[src/rtl/wb_arbiter.sv]
// wb_arbiter: writeback scheduler for the register-file write port.
// Arbitrates ALU results, a single outstanding memory load and control-unit
// immediates onto one RF write port. Memory writeback has absolute priority;
// ALU and IMM share the remaining cycles round-robin.
// wb_sel encoding: 00 ALU, 01 MEM, 10 IMM, 11 idle.
// Optional build macro WB_R0_ZERO_EN: r0 is hardwired to zero. Writes to r0
// are suppressed, and r0 never takes part in the load hazard match.
module wb_arbiter #(
    parameter int REG_AW  = 3,
    parameter int MEM_LAT = 2,
    parameter int CNT_W   = 4
) (
    input  logic              clk,
    input  logic              rst_n,
    input  logic              alu_req,
    input  logic [REG_AW-1:0] alu_rd,
    input  logic              imm_req,
    input  logic [REG_AW-1:0] imm_rd,
    input  logic              mem_req,
    input  logic [REG_AW-1:0] mem_rd,
    output logic              mem_ack,
    output logic              load_busy,
    output logic              alu_gnt,
    output logic              imm_gnt,
    output logic              hazard_stall,
    output logic [1:0]        wb_sel,
    output logic              rf_we,
    output logic [REG_AW-1:0] rf_waddr
);

    typedef enum logic [1:0] {IDLE, LOAD_WAIT, LOAD_WB} state_t;
    typedef enum logic {RR_ALU, RR_IMM} rr_t;

    state_t            state;
    state_t            next_state;
    rr_t               rr_ptr;
    logic [CNT_W-1:0]  counter;
    logic [REG_AW-1:0] load_rd;

    logic              hazard_window;
    logic              load_rd_matchable;
    logic              alu_blk;
    logic              imm_blk;
    logic              alu_elig;
    logic              imm_elig;
    logic              alu_win;
    logic              imm_win;
    logic              accept;
    logic              grant_ok;
    logic [1:0]        sel_n;
    logic              we_n;
    logic [REG_AW-1:0] waddr_n;

    // Hazard detection, next-state, arbitration and next write-port values
    always_comb begin
`ifdef WB_R0_ZERO_EN
        load_rd_matchable = (load_rd != '0);
`else
        load_rd_matchable = 1'b1;
`endif
        hazard_window = load_busy && (state != LOAD_WB) && load_rd_matchable;
        alu_blk       = hazard_window && (alu_rd == load_rd);
        imm_blk       = hazard_window && (imm_rd == load_rd);

        accept     = 1'b0;
        next_state = state;
        case (state)
            IDLE, LOAD_WB: begin
                if (mem_req) begin
                    accept     = 1'b1;
                    next_state = (MEM_LAT == 1) ? LOAD_WB : LOAD_WAIT;
                end else begin
                    next_state = IDLE;
                end
            end
            LOAD_WAIT: begin
                if (counter == '0) begin
                    next_state = LOAD_WB;
                end
            end
            default: next_state = IDLE;
        endcase

        // The memory write cycle belongs to the load alone
        grant_ok = (next_state != LOAD_WB);
        alu_elig = alu_req && !alu_gnt && !alu_blk;
        imm_elig = imm_req && !imm_gnt && !imm_blk;
        alu_win  = grant_ok && alu_elig && (!imm_elig || (rr_ptr == RR_ALU));
        imm_win  = grant_ok && imm_elig && !alu_win;

        sel_n   = 2'b11;
        we_n    = 1'b0;
        waddr_n = rf_waddr;
        if (next_state == LOAD_WB) begin
            sel_n   = 2'b01;
            we_n    = 1'b1;
            waddr_n = accept ? mem_rd : load_rd;
        end else if (alu_win) begin
            sel_n   = 2'b00;
            we_n    = 1'b1;
            waddr_n = alu_rd;
        end else if (imm_win) begin
            sel_n   = 2'b10;
            we_n    = 1'b1;
            waddr_n = imm_rd;
        end
`ifdef WB_R0_ZERO_EN
        if (waddr_n == '0) begin
            we_n = 1'b0;
        end
`endif
    end

    assign hazard_stall = (alu_req && alu_blk) || (imm_req && imm_blk);

    // Load FSM, round-robin pointer and all registered outputs
    always_ff @(posedge clk or negedge rst_n) begin
        if (!rst_n) begin
            state     <= IDLE;
            rr_ptr    <= RR_ALU;
            counter   <= '0;
            load_rd   <= '0;
            wb_sel    <= 2'b11;
            rf_we     <= 1'b0;
            rf_waddr  <= '0;
            alu_gnt   <= 1'b0;
            imm_gnt   <= 1'b0;
            mem_ack   <= 1'b0;
            load_busy <= 1'b0;
        end else begin
            state     <= next_state;
            mem_ack   <= accept;
            load_busy <= (next_state != IDLE);
            if (accept) begin
                load_rd <= mem_rd;
                counter <= CNT_W'(MEM_LAT - 1);
            end else if ((state == LOAD_WAIT) && (counter != '0)) begin
                counter <= counter - CNT_W'(1);
            end
            if (alu_win) begin
                rr_ptr <= RR_IMM;
            end else if (imm_win) begin
                rr_ptr <= RR_ALU;
            end
            alu_gnt  <= alu_win;
            imm_gnt  <= imm_win;
            wb_sel   <= sel_n;
            rf_we    <= we_n;
            rf_waddr <= waddr_n;
        end
    end

endmodule
[config.mk]
export PLATFORM = sky130hd
export DESIGN_NAME = wb_arbiter
export DESIGN_NICKNAME = d
export VERILOG_FILES = /design/src/rtl/wb_arbiter.sv
export SDC_FILE = /design/constraint.sdc
export NUM_CORES = 1
export LEC_CHECK = 0
export CAP_MARGIN = 20
export CORE_UTILIZATION = 47
export DETAILED_ROUTE_END_ITERATION = 10
export PLACE_DENSITY = 0.8
export SLEW_MARGIN = 20
export SYNTH_ARGS = -nofsm -noshare
export SYNTH_HDL_FRONTEND = slang
export SYNTH_SLANG_ARGS = --single-unit
export TNS_END_PERCENT = 1
[constraint.sdc]
create_clock -name clk -period 2.6 [get_ports clk]
set_clock_uncertainty 0.05 [all_clocks]
set_input_delay 0.78 -clock clk [delete_from_list [all_inputs] [get_ports clk]]
set_output_delay 0.78 -clock clk [all_outputs]
set_load 0.02 [all_outputs]
==> results.json <==
{
  "synth_compound_area_share_pct": 12.1,
  "grt_util_all_layers_pct": 21.4,
  "ir_drop_uv": 728,
  "tightest_slew_ns": 0.332,
  "r2r_slack_ns": 0.46,
  "vias": 822,
  "critPathCaptureType": "output pin",
  "final.period_utilization_pct": 97.2,
  "power_per_cell_area_mw_per_mm2": 1240,
  "firstDrtPassIters": 4,
  "ys_types": 29,
  "clockBufferDepth": 2,
  "fin_nets": 151,
  "cts_tree": "built",
  "drv_slew": 0,
  "yosysTopAreaCellShare_pct": 46.9,
  "pin_count": 25,
  "crit_fanout": 2,
  "overflow": 0,
  "post-route-drc-count": 0,
  "regToRegEndpoint": "rf_waddr[1]",
  "grt_first_pass_wirelength_microns": 3260,
  "finalInstanceArea_sq_mm": 0.00139,
  "synth_area_sq_um": 960,
  "fillerInstances": 131,
  "yosysMostFrequentCell": "dfrtp_1",
  "core_sq_mm": 0.00182,
  "die_area_sq_mm": 0.00223,
  "place.gp.congestion": 0.840,
  "ant_nets": 0,
  "routedWlPerCell_microns": 12.7,
  "placedInstanceArea_sq_mm": 0.00131,
  "synthXorXnorAreaFrac_pct": 8.21,
  "synth-simple-area-share_pct": 19.7,
  "synth_common_cells": "dfrtp_1 (18), nand2_1 (16), nor2_1 (9)",
  "start_kind": "input pin",
  "rr_worst_depth": 8,
  "synthMuxAreaShare_pct": 3.39,
  "h-tree-depth": 1,
  "ys.flop_type": "dfrtp_1",
  "cts_root_buf": "clkbuf_4",
  "ys_seq_area_share_pct": 52.4,
  "synth_fp_nets": 107,
  "viasPerCell": 5.17,
  "antenna_found_initial": 0,
  "drt-initial-drc-count": 23,
  "yosys_register_bits": 20,
  "io_buffers": 24,
  "hold_viol_final": 0,
  "grt_pass1_vias": 778,
  "synthAdderAreaFrac_pct": 2.61,
  "cts_buffers": 3,
  "synth_top_area_cell": "dfrtp_1",
  "fin_crit_ns": 2.53,
  "setup_viol": 0,
  "ys_warn_count": 0,
  "syn_to_final_growth_pct": 44.5,
  "ctsHoldBuffers": 0,
  "seqCellArea_sq_um": 503,
  "relSlewSlack_pct": 77.8,
  "initial_core_util_pct": 52.7,
  "dieHeight_microns": 47.2,
  "final_core_util_pct": 76.2,
  "status": "finished, final reports clean",
  "async_reset_ff_share_pct": 100,
  "num_antenna_cells": 0,
  "r2r-start": "load_rd[0]",
  "cp_data_required_time_ns": 1.77,
  "cts.sinks": 20,
  "clkTransAtPathRegs_ns": 0.11,
  "dp_hpwl_microns": 1500,
  "min-delay-path-class": "reg -> reg",
  "max-cap-violations": 0,
  "fmax_mhz": 396,
  "hold_depth": 1,
  "netlist_top_cells_area": "dfrtp_1 (47%), nand2_1 (6.3%), dfstp_2 (5.5%), xnor2_1 (4.6%), xor2_1 (3.7%)",
  "synth_edf_count": 0,
  "hold_end": "rr_ptr",
  "clock_latency_ns": 0.30,
  "synthCells": 91,
  "criticalPathCategory": "in -> out",
  "drive_gt1_share_pct": 23.1,
  "grt_start_max_net_pins": 21,
  "fp.dieW_microns": 47.2,
  "num_rows": 15,
  "rsz0062_at_grt": "false",
  "wl_microns": 2020,
  "hp-start": "rr_ptr",
  "power.total_mw": 1.72,
  "synth_top_family_by_area": "simple AND/OR/NAND/NOR gates",
  "cellLeakagePower_nw": 0.653,
  "worstPathArrival_ns": 1.70,
  "multi_input_area_sq_um": 462,
  "syn_area_per_cell_sq_um": 10.5
}
stage by stage:
stage / setup TNS, ns / worst slack (ns) / hold WS (ns) / cells
6_report: 0 / 0.0737 / 0.474 / 159
5_1_grt: 0 / 0.0280 / 0.502 / 159
4_1_cts: 0 / 0.0429 / 0.466 / 159
3_5_place_dp: -1.02 / -0.675 / 0.448 / 150
3_3_place_gp: -0.955 / -0.650 / 0.436 / 150
2_1_floorplan: 0 / 0.339 / 0.412 / 91
cell usage in the layout, fill, tap and decap left out, drive strengths merged:
cell type / synthesis / routed
ha: 2 / 2
a221o: 2 / 2
clkdlybuf4s50: 0 / 17
dfrtp: 18 / 18
nor2b: 3 / 3
mux2: 2 / 2
a22o: 1 / 1
nand2b: 3 / 3
o211ai: 1 / 1
buf: 0 / 16
dlygate4sd2: 0 / 4
o311a: 1 / 1
nor3b: 2 / 2
clkbuf: 0 / 6
nand4: 1 / 1
and2: 3 / 3
mux2i: 1 / 1
a211oi: 2 / 2
xnor2: 5 / 5
xor2: 4 / 4
o21ai: 2 / 2
a21oi: 2 / 2
o311ai: 1 / 1
nand2: 16 / 16
nor3: 2 / 2
dfstp: 2 / 2
nand3: 1 / 1
nor2: 9 / 9
inv: 4 / 4
o21a: 1 / 1
worst max-delay path by stage:
| stage | start | end | slack (ns) | cells past startpoint |
|---|---|---|---|---|
| 2_1_floorplan | alu_rd[2] | hazard_stall | 0.34 | 4 |
| 3_3_place_gp | alu_rd[2] | hazard_stall | -0.65 | 6 |
| 3_5_place_dp | alu_rd[1] | hazard_stall | -0.67 | 6 |
| 4_1_cts | imm_rd[2] | hazard_stall | 0.04 | 6 |
| 5_1_grt | alu_rd[0] | hazard_stall | 0.03 | 5 |
| 6_report | alu_rd[2] | hazard_stall | 0.07 | 6 |
registers in the layout, indices dropped and copies added (netlist names), 2 cells and up:
| name | count |
|---|---|
| load_rd | 3 |
| counter | 4 |
| wb_sel | 2 |
| state | 2 |
| rf_waddr | 3 |
logic make-up after synthesis:
family,count (synthesis)
flops,20
fa+ha+maj,2
compound gates,13
xor+xnor,9
mux,3
simple gates,40
buf+inv,4
per-layer routing:
layer,GRT usage (%),up-vias,wire length [microns]
met3,5.38,6,90
met4,7.43,0,29
met2,33.9,25,941
li1,-,395,-
met1,28.5,396,961
met5,0,-,0
where the power goes:
group          internal (mW)  switching [mW]  leakage, nW
logic                  0.501           0.468        0.392
registers              0.469           0.101        0.240
clock network         0.0856          0.0971       0.0210
repair_timing:
action	in CTS	in global routing
setup buffers	5	0
pin swaps	4	5
resized for setup	13	6
setup endpoints to repair	1	3
critical path, cell delays in order:
cell           delay [ns]
dlygate4sd2_1        0.26
xnor2_1              0.12
nand2_1              0.12
nor3_2               0.05
a22o_1               0.24
buf_6                0.13
area by class of cell:
type | count | share of cell area [%]
clock buffer | 4 | 2.62
multi-input combinational | 67 | 33.3
tap | 25 | 2.26
timing repair buffer | 39 | 24.5
sequential | 20 | 36.3
inverter | 4 | 1.08
No activity file was read; power rests on OpenSTA's default activity.
